--- config.mk ---
export PLATFORM = sky130hd
export DESIGN_NAME = requant_flat
export DESIGN_NICKNAME = d
export VERILOG_FILES = /design/src/rtl/requant_pkg.sv /design/src/rtl/requant_if.sv /design/src/rtl/requant_pipe_stage.sv /design/src/rtl/requant.sv /design/src/flat_wrapper.sv
export SDC_FILE = /design/constraint.sdc
export NUM_CORES = 1
export LEC_CHECK = 0
export BUFFER_PORTS_ARGS = -buffer_cell sky130_fd_sc_hd__buf_2
export CORE_ASPECT_RATIO = 0.6
export CORE_UTILIZATION = 40
export CTS_CLUSTER_DIAMETER = 80
export DETAILED_ROUTE_END_ITERATION = 10
export PLACE_DENSITY = 0.66
export RECOVER_POWER = 100
export SYNTH_ARGS = -nofsm -noshare
export SYNTH_HDL_FRONTEND = slang
export SYNTH_HIERARCHICAL = 1
export SYNTH_SLANG_ARGS = --single-unit
--- constraint.sdc ---
create_clock -name clk -period 2.1 [get_ports clk]
set_clock_uncertainty 0.1 [all_clocks]
set_input_delay 0.21 -clock clk [delete_from_list [all_inputs] [get_ports clk]]
set_output_delay 0.21 -clock clk [all_outputs]
set_load 0.02 [all_outputs]
--- src/rtl/requant_pkg.sv ---
// Shared definitions for the requant fixed-point narrowing stage.
package requant_pkg;
   typedef enum logic [1:0] {
      RND_TRUNC     = 2'd0,
      RND_HALF_UP   = 2'd1,
      RND_HALF_EVEN = 2'd2
   } rnd_mode_e;

   localparam int OVF_CNT_W = 16;
endpackage

--- src/rtl/requant_if.sv ---
// Sample-in / sample-out handshake bundle of the requant block.
interface requant_if #(
   parameter int N_BITS_IN  = 8,
   parameter int N_BITS_OUT = 4
) ();
   import requant_pkg::*;

   logic                  in_valid;
   logic                  in_ready;
   logic [N_BITS_IN-1:0]  din;
   logic [1:0]            rnd_mode;
   logic                  sat_en;
   logic                  out_valid;
   logic                  out_ready;
   logic [N_BITS_OUT-1:0] dout;
   logic                  ovf;
   logic [OVF_CNT_W-1:0]  ovf_cnt;
   logic                  cnt_clr;

   modport slave (
      input  in_valid, din, rnd_mode, sat_en, out_ready, cnt_clr,
      output in_ready, out_valid, dout, ovf, ovf_cnt
   );

   modport master (
      output in_valid, din, rnd_mode, sat_en, out_ready, cnt_clr,
      input  in_ready, out_valid, dout, ovf, ovf_cnt
   );
endinterface

--- src/rtl/requant_pipe_stage.sv ---
// One valid/ready register slice; full throughput, ready looks through to downstream.
module pipe_stage #(
   parameter int WIDTH      = 8,
   parameter bit RESET_DATA = 1'b0
) (
   input  logic             clk,
   input  logic             rst_n,
   input  logic             in_valid,
   output logic             in_ready,
   input  logic [WIDTH-1:0] in_data,
   output logic             out_valid,
   input  logic             out_ready,
   output logic [WIDTH-1:0] out_data
);
   logic             valid_d, valid_q;
   logic [WIDTH-1:0] data_d, data_q;

   always_comb begin
      in_ready = !valid_q || out_ready;
      valid_d  = in_ready ? in_valid : valid_q;
      data_d   = (in_valid && in_ready) ? in_data : data_q;
   end

   always_ff @(posedge clk or negedge rst_n) begin
      if (!rst_n) valid_q <= 1'b0;
      else        valid_q <= valid_d;
   end

   generate
      if (RESET_DATA) begin : g_rst_data
         always_ff @(posedge clk or negedge rst_n) begin
            if (!rst_n) data_q <= '0;
            else        data_q <= data_d;
         end
      end else begin : g_no_rst_data
         always_ff @(posedge clk) data_q <= data_d;
      end
   endgenerate

   assign out_valid = valid_q;
   assign out_data  = data_q;
endmodule

--- src/rtl/requant.sv ---
// Two-stage fixed-point narrowing: S1 drops fractional LSBs with rounding,
// S2 range-checks into the output word with saturate or wrap.
module requant
   import requant_pkg::*;
#(
   parameter int N_BITS_IN  = 8,
   parameter int BIN_PT_IN  = 7,
   parameter int N_BITS_OUT = 4,
   parameter int BIN_PT_OUT = 3
) (
   input logic      clk,
   input logic      rst_n,
   requant_if.slave bus
);
   localparam int D    = BIN_PT_IN - BIN_PT_OUT;
   localparam int RW   = N_BITS_IN - D + 1;
   localparam int S1_W = RW + 1;
   localparam int S2_W = N_BITS_OUT + 1;

   generate
      if (!(BIN_PT_OUT < BIN_PT_IN && (N_BITS_OUT - BIN_PT_OUT) <= (N_BITS_IN - BIN_PT_IN)))
      begin : g_bad_params
         $error("requant: only narrowing requantisation is supported");
      end
   endgenerate

   localparam logic signed [N_BITS_IN:0] HALF    = (N_BITS_IN+1)'(2 ** (D-1));
   localparam logic signed [N_BITS_IN:0] HALF_M1 = (N_BITS_IN+1)'(2 ** (D-1) - 1);
   localparam logic signed [RW-1:0]      MAXV    = RW'(2 ** (N_BITS_OUT-1) - 1);
   localparam logic signed [RW-1:0]      MINV    = ~MAXV;

   // One guard bit above the input keeps the rounding add from wrapping.
   function automatic logic signed [RW-1:0] round_f(input logic signed [N_BITS_IN-1:0] x,
                                                     input logic [1:0] mode);
      logic signed [N_BITS_IN:0] ext, sum, shr;
      ext = {x[N_BITS_IN-1], x};
      case (mode)
         RND_HALF_UP:   sum = ext + HALF;
         RND_HALF_EVEN: sum = ext + HALF_M1 + {{N_BITS_IN{1'b0}}, x[D]};
         default:       sum = ext;
      endcase
      shr = sum >>> D;
      return shr[RW-1:0];
   endfunction

   // Returns {ovf, dout}.
   function automatic logic [N_BITS_OUT:0] range_f(input logic signed [RW-1:0] r,
                                                    input logic sat);
      logic hi, lo;
      logic [N_BITS_OUT-1:0] y;
      hi = r > MAXV;
      lo = r < MINV;
      y  = r[N_BITS_OUT-1:0];
      if (sat && hi)      y = MAXV[N_BITS_OUT-1:0];
      else if (sat && lo) y = MINV[N_BITS_OUT-1:0];
      return {hi || lo, y};
   endfunction

   logic [S1_W-1:0]       s1_in, s1_out;
   logic [S2_W-1:0]       s2_in, s2_out;
   logic signed [RW-1:0]  s1_val;
   logic                  s1_valid, s2_ready;

   always_comb begin
      s1_in  = {bus.sat_en, round_f(bus.din, bus.rnd_mode)};
      s1_val = s1_out[RW-1:0];
      s2_in  = range_f(s1_val, s1_out[RW]);
   end

   pipe_stage #(.WIDTH(S1_W), .RESET_DATA(1'b0)) u_s1 (
      .clk       (clk),
      .rst_n     (rst_n),
      .in_valid  (bus.in_valid),
      .in_ready  (bus.in_ready),
      .in_data   (s1_in),
      .out_valid (s1_valid),
      .out_ready (s2_ready),
      .out_data  (s1_out)
   );

   pipe_stage #(.WIDTH(S2_W), .RESET_DATA(1'b1)) u_s2 (
      .clk       (clk),
      .rst_n     (rst_n),
      .in_valid  (s1_valid),
      .in_ready  (s2_ready),
      .in_data   (s2_in),
      .out_valid (bus.out_valid),
      .out_ready (bus.out_ready),
      .out_data  (s2_out)
   );

   assign bus.dout = s2_out[N_BITS_OUT-1:0];
   assign bus.ovf  = s2_out[N_BITS_OUT];

   logic [OVF_CNT_W-1:0] ovf_cnt_d, ovf_cnt_q;

   always_comb begin
      ovf_cnt_d = ovf_cnt_q;
      if (bus.cnt_clr)
         ovf_cnt_d = '0;
      else if (bus.out_valid && bus.out_ready && bus.ovf && (ovf_cnt_q != '1))
         ovf_cnt_d = ovf_cnt_q + OVF_CNT_W'(1);
   end

   always_ff @(posedge clk or negedge rst_n) begin
      if (!rst_n) ovf_cnt_q <= '0;
      else        ovf_cnt_q <= ovf_cnt_d;
   end

   assign bus.ovf_cnt = ovf_cnt_q;
endmodule

--- src/flat_wrapper.sv ---
// flat-port wrapper written by rule: the top's interface ports become plain ports
module requant_flat import requant_pkg::*;
#(
   parameter int N_BITS_IN  = 8,
   parameter int BIN_PT_IN  = 7,
   parameter int N_BITS_OUT = 4,
   parameter int BIN_PT_OUT = 3
)
  (clk, rst_n, bus_in_valid, bus_din, bus_rnd_mode, bus_sat_en, bus_out_ready, bus_cnt_clr, bus_in_ready, bus_out_valid, bus_dout, bus_ovf, bus_ovf_cnt);
  requant_if #(.N_BITS_IN(N_BITS_IN), .N_BITS_OUT(N_BITS_OUT)) bus_i ();
  input logic clk;
  input logic rst_n;
  input wire logic [$bits(bus_i.in_valid)-1:0] bus_in_valid;
  input wire logic [$bits(bus_i.din)-1:0] bus_din;
  input wire logic [$bits(bus_i.rnd_mode)-1:0] bus_rnd_mode;
  input wire logic [$bits(bus_i.sat_en)-1:0] bus_sat_en;
  input wire logic [$bits(bus_i.out_ready)-1:0] bus_out_ready;
  input wire logic [$bits(bus_i.cnt_clr)-1:0] bus_cnt_clr;
  output wire logic [$bits(bus_i.in_ready)-1:0] bus_in_ready;
  output wire logic [$bits(bus_i.out_valid)-1:0] bus_out_valid;
  output wire logic [$bits(bus_i.dout)-1:0] bus_dout;
  output wire logic [$bits(bus_i.ovf)-1:0] bus_ovf;
  output wire logic [$bits(bus_i.ovf_cnt)-1:0] bus_ovf_cnt;
  assign bus_i.in_valid = bus_in_valid;
  assign bus_i.din = bus_din;
  assign bus_i.rnd_mode = bus_rnd_mode;
  assign bus_i.sat_en = bus_sat_en;
  assign bus_i.out_ready = bus_out_ready;
  assign bus_i.cnt_clr = bus_cnt_clr;
  assign bus_in_ready = bus_i.in_ready;
  assign bus_out_valid = bus_i.out_valid;
  assign bus_dout = bus_i.dout;
  assign bus_ovf = bus_i.ovf;
  assign bus_ovf_cnt = bus_i.ovf_cnt;
  requant #(.N_BITS_IN(N_BITS_IN), .BIN_PT_IN(BIN_PT_IN), .N_BITS_OUT(N_BITS_OUT), .BIN_PT_OUT(BIN_PT_OUT)) u_core (.clk(clk), .rst_n(rst_n), .bus(bus_i));
endmodule
==> summary.txt <==
Synthesis
  – Synth Net Count: around 190
  – Syn Inst Count: roughly 170
  – Mean Syn Cell Area: 9.966 µm²
  – Post-synth EDFFs: 6
  – Top_reg_cell synth: dfrtp_1
  – Netlist cell types: 47
  – Asr flop ratio synth: between 70% and 80%
  – Cell area after synthesis: roughly 0.0017 mm²
  – Yosys reg bits: 29
  – Synthesis Warnings: 6
  – Sequential share of the synthesized area: between 40% and 50%

Pwr
  – Sequential power share: 49.9%
  – Combinational share of power: between 10% and 20%
  – Clk pwr share: between 30% and 40%
  – Switching power: 0.3775 mW
  – PwrDens: 655.4 mW/mm²
  – Leakage: between 0.8 and 0.9 nW
  – VDD IR max: approximately 0.32 mV
  – Internal power: about 0.93 mW
  – Pwr Total: about 1.3 mW
  – Switching Fraction: 28.79%

STA
  – Slew Limit Fails: 0
  – Hold Violations, Final: 0
  – Slew HR: roughly 18%
  – Setup TNS: 0 ns
  – Final min period: 1.888 ns
  – Hold_ws: roughly 0.0097 ns
  – FMAX: about 530 MHz
  – Actual slew at the worst max-slew pin: about 1.2 ns
  – Final setup viols: 0
  – RSZ-0062 raised after global routing: false
  – Final period util: 89.93%

Routing
  – Drt pass-1 iters: 4
  – Vias: around 1500
  – ANT nets after route: 0
  – DRT Wirelength: between 3 and 4 mm
  – Vias per inst: 5.314
  – Detailed Route Iter0 Violations: around 110
  – DRC: 0
  – WL/cell: about 14 µm

Floorplan
  – Die Height: 52.86 µm
  – CORE AREA: approximately 0.004 mm²
  – Cell row count: 18
  – I/O pins: 39
  – Initial core utilization: between 40% and 50%
  – Die area: about 0.0046 mm²
  – Die X: roughly 87 µm

Clocking
  – Worst-Skew Late Latency: roughly 0.27 ns
  – Htree depth: 2
  – Clock tree from TritonCTS: done
  – Num CTS Buffers: 5
  – Root buf cell: clkbuf_8
  – Clk slew on worst S/H paths: about 0.06 ns
  – CTS Buffer Depth: 2
  – CTS Sinks: 29

Min path
  – Hold depth: 1
  – HP Class: input pin to flip-flop

Status
  – Status: finished, final reports clean

Setup path
  – Crit Path Class: flip-flop to flip-flop
  – Crit-path leading delay family: simple AND/OR/NAND/NOR gates
  – Crit path cell chain: nand4_1 > nor4_2 > o21ai_0 > a21oi_1
  – Required time worst endpoint: about 2.2 ns
  – CP endpoint kind: flip-flop
  – Critical path depth: 4
  – Worst Reg2Reg Path Length in Cells: 4
  – Crit-path max FO: 8
  – Critical Path Max Stage Delay: 0.61 ns
  – CP max-delay cell: nor4_2
  – Worst EP arrival: between 1.5 and 2 ns
  – Buf+Inv Stages, Crit Path: 0
  – Startpoint Class: flip-flop

Finish
  – Ant diodes: 0
  – Multi-input logic area: a little under 900 µm²
  – Fin nets: approximately 240
  – Fill count: 417
  – Commonest non-fill, non-tap cell in the layout: clkbuf_1
  – Layout cells sized above 1: 14.75%
  – Sequential Area: about 760 µm²
  – Area Overhead vs Synth: 16.04%
  – Commonest non-fill, non-tap cells in the layout: clkbuf_1, dfrtp_1, a21oi_1, nand2_1, buf_2

GRT
  – Vias in the first global route: approximately 1200
  – Congestion Overflow GR: 0
  – GRT Total Usage: between 10% and 20%
  – First-pass GRT wire length: between 5 and 6 mm
  – Largest net degree at the start of global routing: 24
  – Initial antenna violation count: 0

Place
  – GPL Wtd Cong: between 0.7 and 0.8
  – IO buf count: 38
  – DP HPWL: ~2.8 mm

Run
  – Max-cap violations: 0
[cell usage after synthesis, types with 3 or more instances]
cell type,count,area (µm²)
a21oi_1,18,90.09
a41oi_1,3,26.28
and3_1,4,25.02
dfrtp_1,23,575.6
edfxtp_1,6,180.2
ha_1,4,50.05
inv_1,6,22.52
mux2_2,3,33.78
mux2_4,5,75.07
nand2_1,14,52.55
nand2b_1,5,31.28
nand3_1,8,40.04
nand4_1,3,18.77
nor2_1,8,30.03
nor2b_1,3,18.77
nor3_1,8,40.04
o21a_1,3,22.52
o21ai_0,9,45.04
[area by class of cell]
class / count / share of cell area [%]
Clock buffer: 6 / 3.627
Clock inverter: 2 / 0.5003
Inverter: 6 / 1.126
Multi-Input combinational cell: 134 / 44.40
Sequential cell: 29 / 37.77
Tap cell: 60 / 3.752
Timing Repair Buffer: 40 / 8.818
[power groups by stage]
stage / Sequential (mW) / Combinational (mW) / Clock (mW)
2_1_floorplan: 0.696 / 0.137 / 0
3_3_place_gp: 0.664 / 0.255 / 0
3_5_place_dp: 0.667 / 0.255 / 0
4_1_cts: 0.656 / 0.257 / 0.446
5_1_grt: 0.660 / 0.247 / 0.474
6_report: 0.654 / 0.224 / 0.433
[layer usage]
layer	wire length, µm	GRT usage, %
met2	1416	23.68
met5	0	0
met4	34	6.667
met1	2058	26.49
met3	267	4.680
[cell families (layout without fill, tap and decap cells)]
group | count (synthesis) | count (layout) | synth area share [%]
adders and majority gates | 4 | 4 | 2.903
DFF | 29 | 29 | 43.83
muxes | 10 | 10 | 7.474
AOI/OAI and AO/OA | 45 | 45 | 16.11
and+or+nand+nor | 74 | 74 | 26.78
buffers and inverters | 10 | 54 | 2.395
xor gates and xnor gates | 1 | 1 | 0.5081
[metrics by stage]
stage / cells / setup WS [ns] / cell area (µm²) / util [%]
global route: 277 / 0.06763 / 2001 / 48.54
floorplan: 173 / 0.3545 / 1724 / -
global placement: 268 / 0.3009 / 1978 / 48.00
detailed placement: 268 / 0.2621 / 1978 / 48.00
finish: 277 / 0.2116 / 2001 / 48.54
CTS: 277 / 0.2407 / 2071 / 50.24
[registers in the layout (all words and copies together), names as in the netlist]
signal / flops
u_core/bus.ovf_cnt: 16
u_core/u_s1/out_data: 6
u_core/u_s1/out_valid: 1
u_core/u_s2/out_data: 5
u_core/u_s2/out_valid: 1
[worst reg2reg max path: stages (launching register included)]
cell	delay [ns]
dfrtp_1	0.47
nand4_1	0.32
nor4_2	0.61
o21ai_0	0.18
a21oi_1	0.14
[path summary, 6_finish.rpt]
check | start | to | slack, ns
max | u_core/bus.ovf_cnt[4]$_DFFE_PN0P_ | u_core/bus.ovf_cnt[7]$_DFFE_PN0P_ | 0.21
min | bus_sat_en | u_core/u_s1/out_data[5]$_DFFE_PP_ | 0.01
max reg2reg | u_core/bus.ovf_cnt[4]$_DFFE_PN0P_ | u_core/bus.ovf_cnt[7]$_DFFE_PN0P_ | 0.21
min reg2reg | u_core/u_s1/out_valid$_DFFE_PN0P_ | u_core/u_s2/out_valid$_DFFE_PN0P_ | 0.39
max in group asynchronous | rst_n | u_core/u_s2/out_data[4]$_DFFE_PN0P_ | 0.55
min in group asynchronous | rst_n | u_core/bus.ovf_cnt[13]$_DFFE_PN0P_ | 0.62
[timing repair]
action | CTS | global route
gates resized for setup | 0 | 1
endpoints found under the hold margin | 23 | 0
setup endpoints to repair | 0 | 1
buffers inserted | 0 | 0
hold buffers | 1 | 0
Power figures use the tool's default switching activity.
